`src/rtl/div_sched.sv`:
```
// rtl/div_sched.sv - sequencer for the shared multi-cycle unsigned divider (DIV/MOD/DIVU/MODU)
module div_sched #(
    parameter int WIDTH = 32
) (
    input  logic             aclk,
    input  logic             aresetn,
    input  logic             req_valid,
    output logic             req_ready,
    input  logic [1:0]       req_op,
    input  logic [WIDTH-1:0] req_src1,
    input  logic [WIDTH-1:0] req_src2,
    input  logic             flush,
    output logic             resp_valid,
    input  logic             resp_ready,
    output logic [WIDTH-1:0] resp_data,
    output logic             busy,
    output logic             core_start,
    output logic             core_flush,
    output logic [WIDTH-1:0] core_dividend,
    output logic [WIDTH-1:0] core_divisor,
    input  logic             core_done,
    input  logic [WIDTH-1:0] core_quotient,
    input  logic [WIDTH-1:0] core_remainder
);

    typedef enum logic [1:0] {
        IDLE  = 2'd0,
        START = 2'd1,
        BUSY  = 2'd2,
        DONE  = 2'd3
    } state_t;

    state_t state, state_nxt;

    logic             sel_rem;
    logic             signed_q;
    logic [WIDTH-1:0] src1_q;
    logic [WIDTH-1:0] src2_q;

    logic             last_valid;
    logic             last_signed;
    logic [WIDTH-1:0] last_src1;
    logic [WIDTH-1:0] last_src2;
    logic [WIDTH-1:0] last_q;
    logic [WIDTH-1:0] last_r;

    logic             accept;
    logic             req_signed;
    logic             hit;
    logic             div_zero;
    logic             core_fin;
    logic             neg_q;
    logic             neg_r;
    logic [WIDTH-1:0] q_fix;
    logic [WIDTH-1:0] r_fix;

    assign req_ready  = (state == IDLE) && !flush;
    assign accept     = req_valid && req_ready;
    assign req_signed = !req_op[1];
    assign hit        = last_valid && (req_src1 == last_src1) && (req_src2 == last_src2)
                        && (req_signed == last_signed);
    assign div_zero   = (req_src2 == '0);

    // A done pulse coinciding with flush belongs to the aborted operation.
    assign core_fin   = (state == BUSY) && core_done && !flush;

    assign busy       = (state != IDLE);
    assign resp_valid = (state == DONE);
    assign core_start = (state == START) && !flush;
    assign core_flush = ((state == START) || (state == BUSY)) && flush;

    assign core_dividend = (signed_q && src1_q[WIDTH-1]) ? ('0 - src1_q) : src1_q;
    assign core_divisor  = (signed_q && src2_q[WIDTH-1]) ? ('0 - src2_q) : src2_q;

    assign neg_q = signed_q && (src1_q[WIDTH-1] ^ src2_q[WIDTH-1]);
    assign neg_r = signed_q && src1_q[WIDTH-1];
    assign q_fix = neg_q ? ('0 - core_quotient)  : core_quotient;
    assign r_fix = neg_r ? ('0 - core_remainder) : core_remainder;

    always_ff @(posedge aclk or negedge aresetn) begin
        if (!aresetn) begin
            state <= IDLE;
        end else begin
            state <= state_nxt;
        end
    end

    always_comb begin
        state_nxt = state;
        case (state)
            IDLE: begin
                if (accept) begin
                    state_nxt = (hit || div_zero) ? DONE : START;
                end
            end
            START: state_nxt = BUSY;
            BUSY: begin
                if (core_done) begin
                    state_nxt = DONE;
                end
            end
            DONE: begin
                if (resp_ready) begin
                    state_nxt = IDLE;
                end
            end
            default: state_nxt = IDLE;
        endcase
        if (flush) begin
            state_nxt = IDLE;
        end
    end

    always_ff @(posedge aclk or negedge aresetn) begin
        if (!aresetn) begin
            sel_rem     <= 1'b0;
            signed_q    <= 1'b0;
            src1_q      <= '0;
            src2_q      <= '0;
            resp_data   <= '0;
            last_valid  <= 1'b0;
            last_signed <= 1'b0;
            last_src1   <= '0;
            last_src2   <= '0;
            last_q      <= '0;
            last_r      <= '0;
        end else begin
            if (accept) begin
                sel_rem  <= req_op[0];
                signed_q <= req_signed;
                src1_q   <= req_src1;
                src2_q   <= req_src2;
                if (hit) begin
                    resp_data <= req_op[0] ? last_r : last_q;
                end else if (div_zero) begin
                    resp_data <= req_op[0] ? req_src1 : '1;
                end
            end
            if (core_fin) begin
                resp_data   <= sel_rem ? r_fix : q_fix;
                last_valid  <= 1'b1;
                last_signed <= signed_q;
                last_src1   <= src1_q;
                last_src2   <= src2_q;
                last_q      <= q_fix;
                last_r      <= r_fix;
            end
        end
    end

endmodule
```
`config.mk`:
```
export PLATFORM = sky130hd
export DESIGN_NAME = div_sched
export DESIGN_NICKNAME = d
export VERILOG_FILES = /design/src/rtl/div_sched.sv
export SDC_FILE = /design/constraint.sdc
export NUM_CORES = 1
export LEC_CHECK = 0
export ABC_AREA = 1
export ABC_CLOCK_PERIOD_IN_PS = 2670
export BUFFER_PORTS_ARGS = -buffer_cell sky130_fd_sc_hd__buf_2
export CORE_MARGIN = 1.5
export CORE_UTILIZATION = 40
export CTS_BUF_LIST = sky130_fd_sc_hd__clkbuf_8
export DETAILED_ROUTE_END_ITERATION = 16
export MAX_ROUTING_LAYER = met4
export PLACE_DENSITY = 0.7
export SKIP_LAST_GASP = 1
export SLEW_MARGIN = 40
export SYNTH_ARGS = -nofsm -noshare
export SYNTH_HDL_FRONTEND = slang
export SYNTH_SLANG_ARGS = --single-unit
```
`constraint.sdc`:
```
create_clock -name aclk -period 2.67 [get_ports aclk]
set_clock_uncertainty 0.1 [all_clocks]
set_input_delay 0.534 -clock aclk [delete_from_list [all_inputs] [get_ports aclk]]
set_output_delay 0.534 -clock aclk [all_outputs]
set_load 0.05 [all_outputs]
```
---- Yosys cells after proc, flatten, opt, wreduce, memory -nomap -nowiden ----
Cells that the tools add are included.
word-level totals
  logic and storage cells ................. 66
  output and inout port bits .............. 101
  bits in registers ....................... 230
cells by class
  multiplexer cells ....................... 17
  equal/unequal tests ..................... 9
  reduce and logical (&&, ||, !) cells .... 23
  $add $sub $neg .......................... 4
  bitwise gates (word level) .............. 1
operators by type and width
  operator                 number
  $mux W32                 11
  $sub A1 B32 Y32 const A  4
  $eq A32 B32 Y1           2
  $logic_not A32 Y1        1
  $logic_and A1 B1 Y1      12
  $mux W2                  5
  $pmux W2 S4              1
  $ne A3 B3 Y1 const B     2
  $eq A2 B2 Y1 const B     2
  $reduce_bool A2 Y1       2
  $ne A3 B2 Y1 const B     1
  $reduce_and A3 Y1        1
  $reduce_bool A3 Y1       1
  $eq A2 B1 Y1 const B     1
  $logic_not A1 Y1         2
  $logic_not A2 Y1         1
  $logic_or A1 B1 Y1       2
  $reduce_and A2 Y1        1
  $eq A1 B1 Y1             1
  $xor A1 B1 Y1            1

---- Depth between registers and ports, before layout ----
  word-level depth ........................ 9
  gate-level depth with buffers ........... 15
  depth with buffers taken out ............ 15

---- Worst setup path after synthesis ----
No wires, ideal clock.
  path kind ............................... register to output
  start point ............................. register src2_q[0]
  end point ............................... output core_divisor[28]
  data required time ...................... 2.036 ns
  arrival ................................. 2.501 ns
  path buffers ............................ 0
  slack ................................... -0.465 ns
  cell stages (with the launch flop) ...... 10
  path through ............................ dfrtp_1 inv_1 ha_1 nand3_1 nor3_2 nand4_2 nor2_1 nand4_1 xnor2_1 o21ai_0
on the way
  cells in the longest elaborated chain, start to end .. 2
RTL lines
  item                    line  source
  from (decl)             38    logic [WIDTH-1:0] src2_q;
  from (signal assigned)  132   src2_q <= req_src2;
  $sub A1 B32 Y32         73    assign core_divisor = (signed_q && src2_q[WIDTH-1]) ? ('0 - src2_q) : src2_q;
  $mux W32                73
  to (decl)               20    output logic [WIDTH-1:0] core_divisor,
No other way between the ends.

---- Worst setup path after layout ----
  start point ............................. register src2_q[1]
  end point ............................... output core_divisor[24]
The elaborated chain is that of the path after synthesis.

==> impl_metrics.ini <==
[routing]
drc = 0
antenna_left = 0
drt-vias-per-instance = 5.20
drt_iter0_drc = 1325
wl_per_cell_um = 17.3
vias = 15627
routed_wl_um = 52000
first_pass_iters = 5

[placed_design]
numPortBuffers = 236
place_area_mm2 = 0.0173
dp.final_hpwl_um = 38500
routabilityCongestion = 0.967
dp_cells = 2895

[setup_path]
cpPeakStageDelay_ns = 0.38
rrSetupSlack_ns = 0.18
critical_path.cell_chain = inv_2 > ha_4 > nand3_4 > nor3_4 > nand4_2 > or2_4 > nor2_4 > nand3_2 > nand2_4 > xor2_4 > buf_6
worst_ep_required_time_ns = 2.04
start_kind = flop
cp_num_buf_inv = 2
crit_path_end_kind = output port
ff2ff_path_depth = 12
path_delay_family = simple AND/OR/NAND/NOR gates
critical_path_class = flop to output port
path_max_fanout = 4
worst_ep_arrival_time_ns = 2.54
slowest_stage = dfrtp_1
reg2reg_to = resp_data[9]
reg2reg_from = src2_q[31]

[floorplan]
start_util_pct = 40.6
rows = 70
fp.dieH_um = 196
chipWidth_um = 196
ios = 237
die_area_mm2 = 0.0383
core_area_mm2 = 0.0365

[grt]
grt_pass1_vias = 14742
gr-usage-all-layers_pct = 27.5
antenna_found_initial = 3
overflow = 0
grt_pass1_wl_um = 80200
grt_max_degree = 108

[yosys]
yosys.area.top_type = dfrtp_1
async_reset_ff_share_pct = 100
syn_avg_cell_area_um2 = 6.75
synth_edf_count = 0
synth-seq-cells = 230
synth_cells = 2200
syn_area_mm2 = 0.0148
seq_area_frac_synth_pct = 38.8
synth.top_cell.area_share_pct = 38.8
ys_types = 39
yosys_warnings = 0
syn_nets = 2345
synth_ff_type = dfrtp_1
synth.area.top_cells = dfrtp_1 39%, nand2_1 18%, nor2_1 6.4%, o21ai_0 6.4%, nand3_1 6.3%

[sta]
fin_crit_ns = 3.17
relSlewSlack_pct = 53.4
final_max_slew_viol_count = 0
fin_crit_sh_pct = 119
fmax_mhz = 315
setup_slack_ns = -0.504
tightestPinTransition_ns = 0.699
setup-tns-final_ns = -15.36
setup_viol = 48
hold_viol_final = 0
rsz0062_at_grt = true
whs_ns = 0.119

[power]
ir_worst_vdd_uv = 834
powerDensity_mw_per_mm2 = 1280
p_leak_uw = 0.00981

[cells_and_area]
fillers = 3516
nets = 2648
stdcell_area_mm2 = 0.0192
area_growth_pct = 29.7
drive_above_1_share_pct = 21.7
final_cells = 3005

[clock_network]
clock_sink_count = 230
cts_root_buf = clkbuf_8
cts_htree_levels = 2
path_clk_slew_ns = 0.06
clockBufferDepth = 3
cts_tree = yes
cts_buffers = 43
clkLatencyLatePin_ns = 0.57

[hold_path]
min_path_type = input port to flop
min-delay-start = req_op[1]
holdPathEnd = signed_q
min_delay_path_depth = 2

[outcome]
failed_checks = negative setup slack
run_status = finished, violations left

[flow_run]
maxCapViolCount = 0
-- layout make-up --
| type | count | area [µm²] | share of cell area [%] |
|---|---|---|---|
| Antenna cell | 3 | 7.51 | 0.0390 |
| Clock buffer | 53 | 729 | 3.79 |
| Clock inverter | 23 | 123 | 0.637 |
| Inverter | 241 | 915 | 4.75 |
| Multi-Input combinational cell | 1637 | 8570 | 44.5 |
| Sequential cell | 230 | 5760 | 29.9 |
| Tap cell | 468 | 586 | 3.04 |
| Timing Repair Buffer | 350 | 2560 | 13.3 |
-- state kept, by name, indices dropped and copies added (netlist names) --
name and flops:
last_r 32, signed_q 1, src2_q 32, last_src2 32, last_q 32, src1_q 32
resp_data 32, last_valid 1, last_src1 32, state 2, sel_rem 1, last_signed 1
-- through the flow --
step | setup slack (ns) | utilization, % | total power, µW
6_report | -0.504 | 52.7 | 24700
5_1_grt | -0.620 | 52.7 | 26300
4_1_cts | -0.521 | 51.6 | 24100
3_5_place_dp | -0.207 | 47.3 | 19400
3_3_place_gp | -0.106 | 47.3 | 19200
2_1_floorplan | -0.154 | - | 15600
-- cells in the mapped netlist, drive strengths merged (6+ instances only) --
master	number
nor3	12
nand3	188
ha	9
nor2	260
a31oi	39
inv	240
xor2	73
o211ai	9
o21ai	195
nor4	6
dfrtp	230
or2	8
xnor2	18
nand4	35
buf	45
clkbuf	47
a21oi	15
mux2i	32
nand2	726
-- what timing repair did --
item                                   CTS  global route
resized for setup                      176            72
cloned                                   0             0
setup endpoints to repair               56            58
endpoints found under the hold margin   72             0
hold buffers                             1             0
pin swaps                               32            36
buffers inserted                        20            18
-- cell usage in the layout, fill, tap and decap left out, types with 3 or more instances in the layout --
cell type  netlist  final
nand2_1        723    707
nor2_1         255    243
inv_1          228    236
dfrtp_1        230    229
nand3_1        188    179
buf_2           29    179
o21ai_0        191    175
buf_4            3    105
clkbuf_8         0     53
buf_6            3     48
xor2_1          73     45
a31oi_1         39     37
nand4_1         34     34
mux2i_1         32     32
xor2_2           0     23
inv_2           12     20
xnor2_1         18     16
buf_12           0     15
nand2_4          0     10
nand2_2          3      9
o21ai_2          0      9
nor2_4           3      9
o211ai_1         9      9
nor2_2           2      8
nor3_4           1      7
a21oi_2          2      7
ha_1             9      7
o21ai_4          0      6
a21oi_1         13      6
nand3_4          0      5
nor4_1           6      5
o21ai_1          4      5
xor2_4           0      5
a21o_1           5      5
nand3_2          0      4
diode_2          0      3
nor3_1           8      3
or2_4            0      3
or2_2            6      3
-- worst max path at each step --
| stage | start | to | slack, ns | cells after the start |
|---|---|---|---|---|
| after floorplan | src2_q[0] | core_divisor[28] | -0.15 | 9 |
| after global placement | src2_q[1] | core_divisor[24] | -0.11 | 11 |
| after CTS | src2_q[1] | core_divisor[29] | -0.52 | 10 |
| after detailed placement | src1_q[0] | core_dividend[26] | -0.21 | 11 |
| final | src2_q[1] | core_divisor[24] | -0.50 | 11 |
| after global routing | src2_q[1] | core_divisor[29] | -0.62 | 10 |
-- where the power goes --
part | total (µW) | internal (µW) | switching, µW | leakage (µW)
Sequential | 6530 | 5160 | 1370 | 0.00282
Clock | 3420 | 1880 | 1540 | 0.000505
Combinational | 14800 | 4940 | 9830 | 0.00649
-- kinds of logic (layout without fill, tap and decap cells) --
family          Yosys count  in the layout  synth area share (%)
fa+ha+maj                 9              9                 0.759
other cells               0              3                     0
mux                      32             32                  2.16
compound gates          270            270                  9.83
buf+inv                 333            667                  8.89
simple gates           1235           1235                  34.2
flops                   230            230                  38.8
xor+xnor                 91             91                  5.37
-- worst register-to-register path, cell delays in order, from the launching register on --
cell and delay, ns:
dfrtp_1 0.40, buf_4 0.16, nor2_1 0.24, nor2_1 0.09
nand2_1 0.29, nor2_1 0.16, nor2_4 0.21, xor2_1 0.34
nand2_1 0.09, o211ai_1 0.10, nand2_1 0.09, nand2_1 0.06
nand2_1 0.05
-- metal layers --
metal	vias up	track usage (%)	wire, µm
li1	7584	-	-
met1	7393	37.8	23500
met2	574	41.6	23800
met3	76	3.77	3440
met4	0	9.42	1280
met5	-	-	0
Note: power is estimated with default switching activity, not from simulation.
